### src/rtl/fht_pkg.sv
// -----------------------------------------------------------------------------
// fht_pkg
// Shared definitions for the FHT datapath: bank count, point-index width,
// unloader FSM state encoding and the bit-reverse helper that is also used by
// the coefficient address logic.
// -----------------------------------------------------------------------------
package fht_pkg;

   localparam int unsigned N_BANK = 4;

   // Point index covers bank (2 bits) plus bank address.
   function automatic int unsigned idx_width(input int unsigned a_bit);
      return a_bit + 2;
   endfunction

   typedef enum logic [1:0] {
      StIdle  = 2'd0,
      StRead  = 2'd1,
      StDrain = 2'd2,
      StDone  = 2'd3
   } unload_state_e;

   // Reverse the low 'width' bits of val; bits above width come back as 0.
   function automatic logic [31:0] bit_rev(input logic [31:0] val, input int unsigned width);
      logic [31:0] res;
      res = '0;
      for (int i = 0; i < 32; i++) begin
         if (i < int'(width)) res[i] = val[int'(width) - 1 - i];
      end
      return res;
   endfunction

endpackage

### src/rtl/fht_unload_fifo.sv
// -----------------------------------------------------------------------------
// fht_unload_fifo
// Synchronous FIFO holding {index, data} words between the bank read pipe and
// the downstream valid/ready port. Read data is the head entry (show-ahead).
//
// Ports:
//   clk_i     clock
//   rst_i     asynchronous active-high reset
//   flush_i   synchronous empty (takes priority over push/pop)
//   push_i    write wdata_i at the tail
//   wdata_i   entry to write
//   pop_i     drop the head entry (caller guarantees non-empty)
//   rdata_o   head entry
//   empty_o   FIFO holds no entries
//   count_o   number of entries held (0..DEPTH)
// -----------------------------------------------------------------------------
module fht_unload_fifo #(
   parameter int unsigned DEPTH = 4,
   parameter int unsigned WIDTH = 42,
   localparam int unsigned PW   = (DEPTH > 1) ? $clog2(DEPTH) : 1,
   localparam int unsigned CW   = $clog2(DEPTH) + 1
) (
   input  logic             clk_i,
   input  logic             rst_i,
   input  logic             flush_i,
   input  logic             push_i,
   input  logic [WIDTH-1:0] wdata_i,
   input  logic             pop_i,
   output logic [WIDTH-1:0] rdata_o,
   output logic             empty_o,
   output logic [CW-1:0]    count_o
);

   logic [WIDTH-1:0] mem_q [DEPTH];
   logic [PW-1:0]    wr_q, rd_q;
   logic [CW-1:0]    cnt_q;

   // DEPTH is a power of two, so the pointers wrap on their own.
   always_ff @(posedge clk_i or posedge rst_i) begin
      if (rst_i) begin
         wr_q  <= '0;
         rd_q  <= '0;
         cnt_q <= '0;
      end else if (flush_i) begin
         wr_q  <= '0;
         rd_q  <= '0;
         cnt_q <= '0;
      end else begin
         if (push_i) wr_q <= wr_q + PW'(1);
         if (pop_i)  rd_q <= rd_q + PW'(1);
         cnt_q <= cnt_q + CW'(push_i) - CW'(pop_i);
      end
   end

   always_ff @(posedge clk_i) begin
      if (push_i && !flush_i) mem_q[wr_q] <= wdata_i;
   end

   assign rdata_o = mem_q[rd_q];
   assign empty_o = (cnt_q == '0);
   assign count_o = cnt_q;

endmodule

### src/rtl/fht_unloader.sv
// -----------------------------------------------------------------------------
// fht_unloader
// Reads the N = 4*2^A_BIT result points out of the four FHT RAM banks after a
// transform and streams them on a valid/ready port. Reads are credit-gated so
// that every issued read has a guaranteed FIFO slot when it returns.
//
// Build option: define FHT_UNLOAD_BITREV_EN to emit points in bit-reversed
// index order (oINDEX = rev(k)); otherwise natural order.
//
// Ports:
//   iCLK, iRESET         clock, asynchronous active-high reset
//   iFHT_RDY             banks hold a finished result; falling mid-unload aborts
//   iSOURCE_DATA         bank set holding the result, sampled at iUNLOAD
//   iUNLOAD              start pulse (honoured only in idle with iFHT_RDY)
//   oADDR_RD/oRD_EN      bank read address / strobe, oRD_SET bank-set select
//   iDATA_0..iDATA_3     bank read data, RD_LAT clocks after the read
//   oDATA/oINDEX         point and its index, oVALID/iREADY handshake
//   oLAST                with oVALID on the final point
//   oBUSY/oDONE/oABORT   status: running, one-cycle completion, sticky abort
// -----------------------------------------------------------------------------
module fht_unloader
   import fht_pkg::*;
#(
   parameter int unsigned A_BIT      = 8,
   parameter int unsigned D_BIT      = 32,
   parameter int unsigned RD_LAT     = 2,
   parameter int unsigned FIFO_DEPTH = 4,
   localparam int unsigned IW        = idx_width(A_BIT)
) (
   input  logic             iCLK,
   input  logic             iRESET,
   input  logic             iFHT_RDY,
   input  logic             iSOURCE_DATA,
   input  logic             iUNLOAD,
   output logic [A_BIT-1:0] oADDR_RD,
   output logic             oRD_SET,
   output logic             oRD_EN,
   input  logic [D_BIT-1:0] iDATA_0,
   input  logic [D_BIT-1:0] iDATA_1,
   input  logic [D_BIT-1:0] iDATA_2,
   input  logic [D_BIT-1:0] iDATA_3,
   output logic [D_BIT-1:0] oDATA,
   output logic [IW-1:0]    oINDEX,
   output logic             oVALID,
   input  logic             iREADY,
   output logic             oLAST,
   output logic             oBUSY,
   output logic             oDONE,
   output logic             oABORT
);

   localparam int unsigned BankW  = $clog2(N_BANK);
   localparam int unsigned CntW   = $clog2(FIFO_DEPTH) + 1;
   localparam logic [CntW:0] DepthC = (CntW + 1)'(FIFO_DEPTH);
   localparam logic [IW-1:0] LastK  = {IW{1'b1}};

   unload_state_e state_q, state_d;
   logic [IW-1:0] k_q, k_d;
   logic          rd_set_q, rd_set_d;
   logic          abort_q, abort_d;

   logic [RD_LAT-1:0] pipe_vld_q;
   logic [IW-1:0]     pipe_pt_q [RD_LAT];

   logic [IW-1:0]     pt;
   logic              issue, flush, pop, credit_ok;
   logic [CntW-1:0]   fifo_cnt, inflight;
   logic              fifo_empty;
   logic [D_BIT+IW-1:0] fifo_wdata, fifo_rdata;
   logic [D_BIT-1:0]  ret_data;
   logic [IW-1:0]     ret_pt, head_idx;
   logic              head_last;

   // Point read at step k; bit-reversal also reverses the bank/address mapping.
`ifdef FHT_UNLOAD_BITREV_EN
   assign pt = IW'(bit_rev(32'(k_q), IW));
`else
   assign pt = k_q;
`endif

   // Reads still travelling through the RAM latency pipe.
   always_comb begin
      inflight = '0;
      for (int i = 0; i < int'(RD_LAT); i++) inflight = inflight + CntW'(pipe_vld_q[i]);
   end

   // The word returning this cycle is also counted as inflight until it lands.
   assign credit_ok = ({1'b0, fifo_cnt} + {1'b0, inflight}) < DepthC;

   assign pop       = ~fifo_empty & iREADY;
   assign head_idx  = fifo_rdata[D_BIT +: IW];
   // rev(N-1) == N-1, so the final emitted point is index N-1 in either order.
   assign head_last = ~fifo_empty & (head_idx == LastK);

   always_comb begin
      state_d  = state_q;
      k_d      = k_q;
      rd_set_d = rd_set_q;
      abort_d  = abort_q;
      issue    = 1'b0;
      flush    = 1'b0;
      unique case (state_q)
         StIdle: begin
            if (iUNLOAD && iFHT_RDY) begin
               state_d  = StRead;
               k_d      = '0;
               rd_set_d = iSOURCE_DATA;
               abort_d  = 1'b0;
            end
         end
         StRead: begin
            if (!iFHT_RDY) begin
               state_d = StIdle;
               flush   = 1'b1;
               abort_d = 1'b1;
            end else if (credit_ok) begin
               issue = 1'b1;
               if (k_q == LastK) state_d = StDrain;
               else              k_d     = k_q + IW'(1);
            end
         end
         StDrain: begin
            if (!iFHT_RDY) begin
               state_d = StIdle;
               flush   = 1'b1;
               abort_d = 1'b1;
            end else if (pop && head_last) begin
               // Last point is the only entry left, so pipe and FIFO are now empty.
               state_d = StDone;
            end
         end
         StDone: state_d = StIdle;
         default: state_d = StIdle;
      endcase
   end

   always_ff @(posedge iCLK or posedge iRESET) begin
      if (iRESET) begin
         state_q  <= StIdle;
         k_q      <= '0;
         rd_set_q <= 1'b0;
         abort_q  <= 1'b0;
      end else begin
         state_q  <= state_d;
         k_q      <= k_d;
         rd_set_q <= rd_set_d;
         abort_q  <= abort_d;
      end
   end

   // Read pipe: carries the point index alongside each read for RD_LAT clocks.
   always_ff @(posedge iCLK or posedge iRESET) begin
      if (iRESET) begin
         pipe_vld_q <= '0;
         for (int i = 0; i < int'(RD_LAT); i++) pipe_pt_q[i] <= '0;
      end else begin
         pipe_vld_q[0] <= issue & ~flush;
         pipe_pt_q[0]  <= pt;
         for (int i = 1; i < int'(RD_LAT); i++) begin
            pipe_vld_q[i] <= pipe_vld_q[i-1] & ~flush;
            pipe_pt_q[i]  <= pipe_pt_q[i-1];
         end
      end
   end

   assign ret_pt = pipe_pt_q[RD_LAT-1];

   always_comb begin
      ret_data = iDATA_0;
      unique case (ret_pt[BankW-1:0])
         2'd0:    ret_data = iDATA_0;
         2'd1:    ret_data = iDATA_1;
         2'd2:    ret_data = iDATA_2;
         default: ret_data = iDATA_3;
      endcase
   end

   assign fifo_wdata = {ret_pt, ret_data};

   fht_unload_fifo #(
      .DEPTH (FIFO_DEPTH),
      .WIDTH (D_BIT + IW)
   ) u_fifo (
      .clk_i   (iCLK),
      .rst_i   (iRESET),
      .flush_i (flush),
      .push_i  (pipe_vld_q[RD_LAT-1]),
      .wdata_i (fifo_wdata),
      .pop_i   (pop),
      .rdata_o (fifo_rdata),
      .empty_o (fifo_empty),
      .count_o (fifo_cnt)
   );

   assign oRD_EN   = issue;
   assign oADDR_RD = issue ? pt[IW-1:BankW] : '0;
   assign oRD_SET  = rd_set_q;
   assign oVALID   = ~fifo_empty;
   assign oDATA    = fifo_empty ? '0 : fifo_rdata[D_BIT-1:0];
   assign oINDEX   = fifo_empty ? '0 : head_idx;
   assign oLAST    = head_last;
   assign oBUSY    = (state_q == StRead) || (state_q == StDrain);
   assign oDONE    = (state_q == StDone);
   assign oABORT   = abort_q;

endmodule

### config.mk
export PLATFORM = sky130hd
export DESIGN_NAME = fht_unloader
export DESIGN_NICKNAME = d
export VERILOG_FILES = /design/src/rtl/fht_pkg.sv /design/src/rtl/fht_unload_fifo.sv /design/src/rtl/fht_unloader.sv
export SDC_FILE = /design/constraint.sdc
export NUM_CORES = 1
export LEC_CHECK = 0
export CAP_MARGIN = 10
export CORE_ASPECT_RATIO = 0.8
export CORE_UTILIZATION = 25
export DETAILED_ROUTE_END_ITERATION = 10
export GPL_TIMING_DRIVEN = 0
export PLACE_DENSITY = 0.44
export SLEW_MARGIN = 20
export SYNTH_ARGS = -nofsm -noshare
export SYNTH_HDL_FRONTEND = slang
export SYNTH_SLANG_ARGS = --single-unit
### constraint.sdc
create_clock -name iCLK -period 3.1 [get_ports iCLK]
set_input_delay 0.93 -clock iCLK [delete_from_list [all_inputs] [get_ports iCLK]]
set_output_delay 0.93 -clock iCLK [all_outputs]
set_load 0.02 [all_outputs]
Yosys cells after proc, flatten, opt, wreduce, memory -nomap -nowiden
Memories as Yosys holds them, arrays and structs flattened. Index checks and enable logic that the tools add are counted.

Bitwise logic cells: 6. $lt $le $gt $ge: 1. Div/mod/pow operators: 0. Eq/ne operators: 15. Multipliers: 0. Add/subtract/negate cells: 7. Shift operators: 0. Reduce and logical (&&, ||, !) cells: 17. Multiplexer cells: 31.

Operator list (number): case mux 32 bit (3 select lines) (1); two-way mux 10 bit (5); two-way mux 32 bit (1); equality test 10 bit (second input constant) (2); two-way mux 2 bit (10); case mux 10 bit (2 select lines) (1); adder 10 x 1 -> 10 bit (second input constant) (1); inequality test 2 bit (second input constant) (5); two-way mux 1 bit (9); inequality test 3 bit (second input constant) (3); two-way mux 8 bit (1); case mux 2 bit (4 select lines) (1); nonzero test 2 bit (4); equality test 2 bit (second input constant) (3); AND reduction 5 bit (1); adder 2 x 1 -> 2 bit (second input constant) (2); adder 3 x 2 -> 4 bit (1); AND 1 bit (4); equality test 2 x 1 -> 1 bit (second input constant) (2); logical NOT 2 bit (2); < comparator 4 x 3 -> 1 bit (second input constant) (1); AND reduction 4 bit (1); adder 3 x 1 -> 3 bit (1); logical AND 1 bit (3); 11 further kinds (12).

ROM bits: 0. Logic and storage cells: 88. Register bits after elaboration: 43. Output and inout port bits: 57. Latch bits: 0. Bits in writable memories: 168. Memories kept: 1. Input bits: 134.

Memory list: u_fifo.mem_q (depth 4, bits a word 42, read ports 1, clocked after memory_dff 0, wr ports 1, line fht_unload_fifo.sv:34) `logic [WIDTH-1:0] mem_q [DEPTH];`.

Depth between registers and ports, before layout
Depth after elaboration: 7. Depth in mapped cells: 11. Mapped depth without buffers: 9.

Cells and area by module
From an unflattened synthesis, not the netlist that was laid out.

Cell total of the unflattened synthesis: 487. Area, all modules: 9182.6 um2.

By module, submodules not included: fht_unload_fifo (cells each 259, instances 1, area an instance 6552.5 um2, seq. area each 5220.0 um2); fht_unloader (cells each 228, instances 1, area an instance 2630.0 um2, seq. area each 900.9 um2).

Worst setup path after synthesis
OpenSTA, ideal clock, no wires.

Path kind: register to output. Start point: register u_fifo.cnt_q[0] (netlist: u_fifo.count_o[0]). End point: output oADDR_RD[0]. Path slack: 358 ps. Stages on the path, launching flop included: 7. Data required time: 2170 ps. Arrival time: 1812 ps. Buffers on the path: 1. Path through: dfrtp_1 -> ha_1 -> a21oi_2 -> o31a_1 -> nor3_4 -> buf_2 -> and2_1.

Longest elaborated chain between the ends: 6.

Ends and longest elaborated chain: start, declared (line fht_unload_fifo.sv:36) `logic [CW-1:0] cnt_q;`; start signal, assigned (line fht_unload_fifo.sv:51) `cnt_q <= cnt_q + CW'(push_i) - CW'(pop_i);`; adder 3 x 2 -> 4 bit (line fht_unloader.sv:88) `assign credit_ok = ({1'b0, fifo_cnt} + {1'b0, inflight}) < DepthC;`; < comparator 4 x 3 -> 1 bit (line fht_unloader.sv:88); two-way mux 1 bit (line fht_unloader.sv:116) `end else if (credit_ok) begin`; two-way mux 1 bit (line fht_unloader.sv:112) `if (!iFHT_RDY) begin`; two-way mux 1 bit (line fht_unloader.sv:102) `unique case (state_q)`; via oRD_EN (line fht_unloader.sv:37) `output logic oRD_EN,`; two-way mux 8 bit (line fht_unloader.sv:196) `assign oADDR_RD = issue ? pt[IW-1:BankW] : '0;`; end, declared (line fht_unloader.sv:35) `output logic [A_BIT-1:0] oADDR_RD,`.

The timed path passes the listed nets, and every way through them passes these cells.

Worst setup path in the final report
Start point: register u_fifo.rd_q[0]. End point: output oLAST.

Longest elaborated chain between the ends: 3.

Ends and longest elaborated chain: start, declared (line fht_unload_fifo.sv:35) `logic [PW-1:0] wr_q, rd_q;`; start signal, assigned (line fht_unload_fifo.sv:50) `if (pop_i) rd_q <= rd_q + PW'(1);`; memory (4 x 42 bit); equality test 10 bit (line fht_unloader.sv:93) `assign head_last = ~fifo_empty & (head_idx == LastK);`; AND 1 bit (line fht_unloader.sv:93); end, declared (line fht_unloader.sv:46) `output logic oLAST,`.

Every way passes these cells.

==> metrics.md <==
| Metric | Value |
|---|---|
| Comb power frac | 0.449 |
| GR Util All Layers | 0.132 |
| Avg WL per Cell | 19.8 um |
| Switching Share | 0.322 |
| Worst-Skew Late Latency | 510 ps |
| Most frequent CP cell | buf_6 |
| Max-slew violations | 0 |
| R2R setup slack | 420 ps |
| # setup viols final | 24 |
| Leak | 4.67 nW |
| Hold path start | pipe_pt_q[15] |
| Number of synthesized flops with an enable pin | 168 |
| Design Power | 12.4 mW |
| Final Skew | 13.9 ps |
| Worst-Margin Slew | 1060 ps |
| Cell Rows | 62 |
| Clock Path Buffers | 3 |
| Die height | 172 um |
| Reg2Reg Depth | 12 |
| Yosys cell types | 45 |
| Num ports | 191 |
| DRC viols | 2 |
| Failing checks | design-rule violations, negative setup slack |
| Sink Count | 211 |
| Synth top area cells | edfxtp_1 (56%), mux4_2 (18%), dfrtp_1 (12%) |
| Die width | 215 um |
| Status | finished with violations |
| Drt pass-1 iters | 8 |
| RSZ-0062 raised after global routing | true |
| Post-DP HPWL | 16.9 mm |
| Antenna Nets Post-Route | 0 |
| Hold EP | ret_pt[5] |
| Vias per cell | 4.42 |
| Hold crit path type | reg2reg |
| Cell Pwr Density | 936 nW/um2 |
| Setup WS pre-CTS | -885 ps |
| Final nets | 887 |
| Critical path peak fanout | 5 |
| Crit Path Class | reg2out |
| Core Util, Final | 0.368 |
| Netlist Area Pre-Place | 9080 um2 |
| WP buf/inv | 3 |
| First-pass GRT wire length | 36.4 mm |
| FMAX | 315 MHz |
| Largest net degree at the start of global routing | 29 |
| CP top delay family | simple AND/OR/NAND/NOR gates |
| Global route overflow | 0 |
| Max H-tree Level | 1 |
| Arr. time, crit path | 2250 ps |
| Relative slew slack | 0.295 |
| Initial core utilization | 0.253 |
| Fin crit period | 3180 ps |
| Synth area leader | edfxtp_1 |
| Sequential Power Share | 0.313 |
| Register area share after synthesis | 0.674 |
| Area growth from synthesis to layout | 45.3% |
| Ys Warns | 0 |
| Post-synth top area share | 0.556 |
| Post-synth top cells | edfxtp_1 (168), mux4_2 (74), and2_1 (56), dfrtp_1 (43), ha_1 (14) |
| Async S/R FF share, synth | 0.204 |
| Switch Pwr | 3.98 mW |
| Int Pwr | 8.38 mW |
| Core area | 35800 um2 |
| CTS Root Cell | clkbuf_16 |
| Final wirelength | 24.5 mm |
| Layout cells sized above 1 | 0.353 |
| Max-Cap Viols | 0 |
| RePlAce Congestion | 0.824 |
| Period utilization | 1.03 |
| Antenna violations before repair | 3 |
| Clock slew at reported path FFs | 60 ps |
| Syn nets | 638 |
| Cells along the critical path | buf_8, buf_6, mux4_2, nand4_1, nor2_4, and3_4, buf_6 |
| Hold Slack | 341 ps |
| Element type at the critical path end | primary output |
| Buffers on Ports | 190 |
| Routed via count | 5466 |
| Startpoint Class | flop |
| Syn avg cell area | 18.6 um2 |
| Final hold viol count | 0 |
| Die ar. | 37100 um2 |
| Gate count after technology mapping | 489 |
| Worst Hold Depth | 0 |
| Worst path required time | 2170 ps |
| Slowest cell on crit path | dfrtp_1 |
| Worst setup margin | -78.7 ps |
| CTS tree | built |
| CP peak stage delay | 400 ps |
| Drt initial violations | 203 |
| Count leader, synth | edfxtp_1 |
| Total CTS buffers | 24 |
| Vias in the first global route | 5863 |
| Worst r2r src | u_fifo.count_o[0] |
| Power share of the clock group | 0.238 |
| Synth Flop Type | edfxtp_1 |
| Seq cells post-synth | 211 |
| VDD IR max | 0.429 mV |
| Reg2reg end | u_fifo.count_o[2] |
-- cell usage in the layout (no fill, tap or decap), drive strengths merged, types with 2 or more instances in the layout --
master,instances
nor3,5
o31ai,3
clkdlybuf4s15,2
mux4,74
diode,2
xnor2,3
xor2,2
nor2,13
clkdlybuf4s50,136
clkinv,5
clkinvlp,3
nand4,5
a22o,2
bufinv,3
inv,15
edfxtp,168
nand2,8
o21ai,9
a21oi,6
or3,4
nand3,5
a31oi,4
and2,58
buf,100
clkbuf,39
dfrtp,43
dlygate4sd2,2
ha,14
and3,7
nand2b,2
mux2i,3
-- state kept, by name, indices dropped and copies added (netlist names) --
| register | cells |
|---|---|
| u_fifo.mem_q | 168 |
| k_q | 10 |
| pipe_pt_q | 10 |
| ret_pt | 10 |
| u_fifo.count_o | 3 |
| pipe_vld_q | 2 |
| state_q | 2 |
| u_fifo.rd_q | 2 |
| u_fifo.wr_q | 2 |
| oABORT | 1 |
| oRD_SET | 1 |
-- worst register-to-register path, cell delays in order, from the launching register on --
cell,delay (ps)
dfrtp_1,410
buf_4,150
or3_4,400
buf_4,150
and2_0,130
clkbuf_1,190
ha_1,310
inv_1,60
ha_1,130
inv_1,50
fa_1,390
xnor2_1,140
nor2_1,50
-- power by group through the flow --
stage | Combinational, mW | Sequential, mW | Clock (mW)
floorplan | 2.75 | 3.86 | 0
global placement | 4.61 | 3.90 | 0
detailed placement | 4.72 | 3.90 | 0
CTS | 5.60 | 3.87 | 3.02
global route | 5.95 | 3.91 | 3.14
finish | 5.54 | 3.87 | 2.94
-- routing by layer --
metal / GRT usage / part of all wire
met2: 0.231 / 0.50
met1: 0.173 / 0.43
met5: 0 / 0
met3: 0.0266 / 0.054
met4: 0.0216 / 0.014
-- cell families (layout without fill, tap and decap cells) --
kind of cell | count (synthesis) | count (layout) | synth area share
DFF | 211 | 211 | 0.674
and+or+nand+nor | 110 | 110 | 0.0703
muxes | 78 | 78 | 0.188
buffers and inverters | 38 | 305 | 0.0174
AOI/OAI and AO/OA | 32 | 32 | 0.0240
adders and majority gates | 15 | 15 | 0.0215
xor gates and xnor gates | 5 | 5 | 0.00482
other | 0 | 2 | 0
-- what timing repair did --
action                                  CTS  global route
resized for setup                       367            25
endpoints found under the hold margin     0             0
pin swaps                                25            10
cloned                                    5             0
hold buffers                              0             0
endpoints found under the setup margin   53            45
setup buffers                            21             6
-- metrics by stage --
step | setup TNS, ps | instances | cell area, um2
finish | -929 | 1238 | 13200
global route | -2950 | 1236 | 13200
CTS | -1940 | 1232 | 13200
detailed placement | -30280 | 1164 | 11700
global placement | -231860 | 1159 | 11600
floorplan | 0 | 489 | 9080
-- how the worst max path moves through the flow --
| stage | start | cells past startpoint | endpoint | slack [ps] |
|---|---|---|---|---|
| 2_1_floorplan | u_fifo.count_o[0] | 6 | oADDR_RD[0] | 360 |
| 3_3_place_gp | iFHT_RDY | 3 | u_fifo.mem_q[0][14] | -1210 |
| 3_5_place_dp | iFHT_RDY | 6 | oADDR_RD[6] | -890 |
| 4_1_cts | u_fifo.rd_q[0] | 8 | oLAST | -130 |
| 5_1_grt | u_fifo.count_o[0] | 7 | oADDR_RD[3] | -150 |
| 6_report | u_fifo.rd_q[0] | 7 | oLAST | -80 |
-- cell type report --
class | instances | area (um2)
clock inverters | 13 | 146
well taps | 480 | 601
plain buffers | 22 | 239
clock buffers | 31 | 701
multi-input cells | 240 | 2950
repair buffers | 226 | 2390
inverters | 13 | 48.8
fillers | 3394 | 22600
flip-flops and latches | 211 | 6120
diodes | 2 | 5.00
Note: power is estimated with default switching activity, not from simulation.
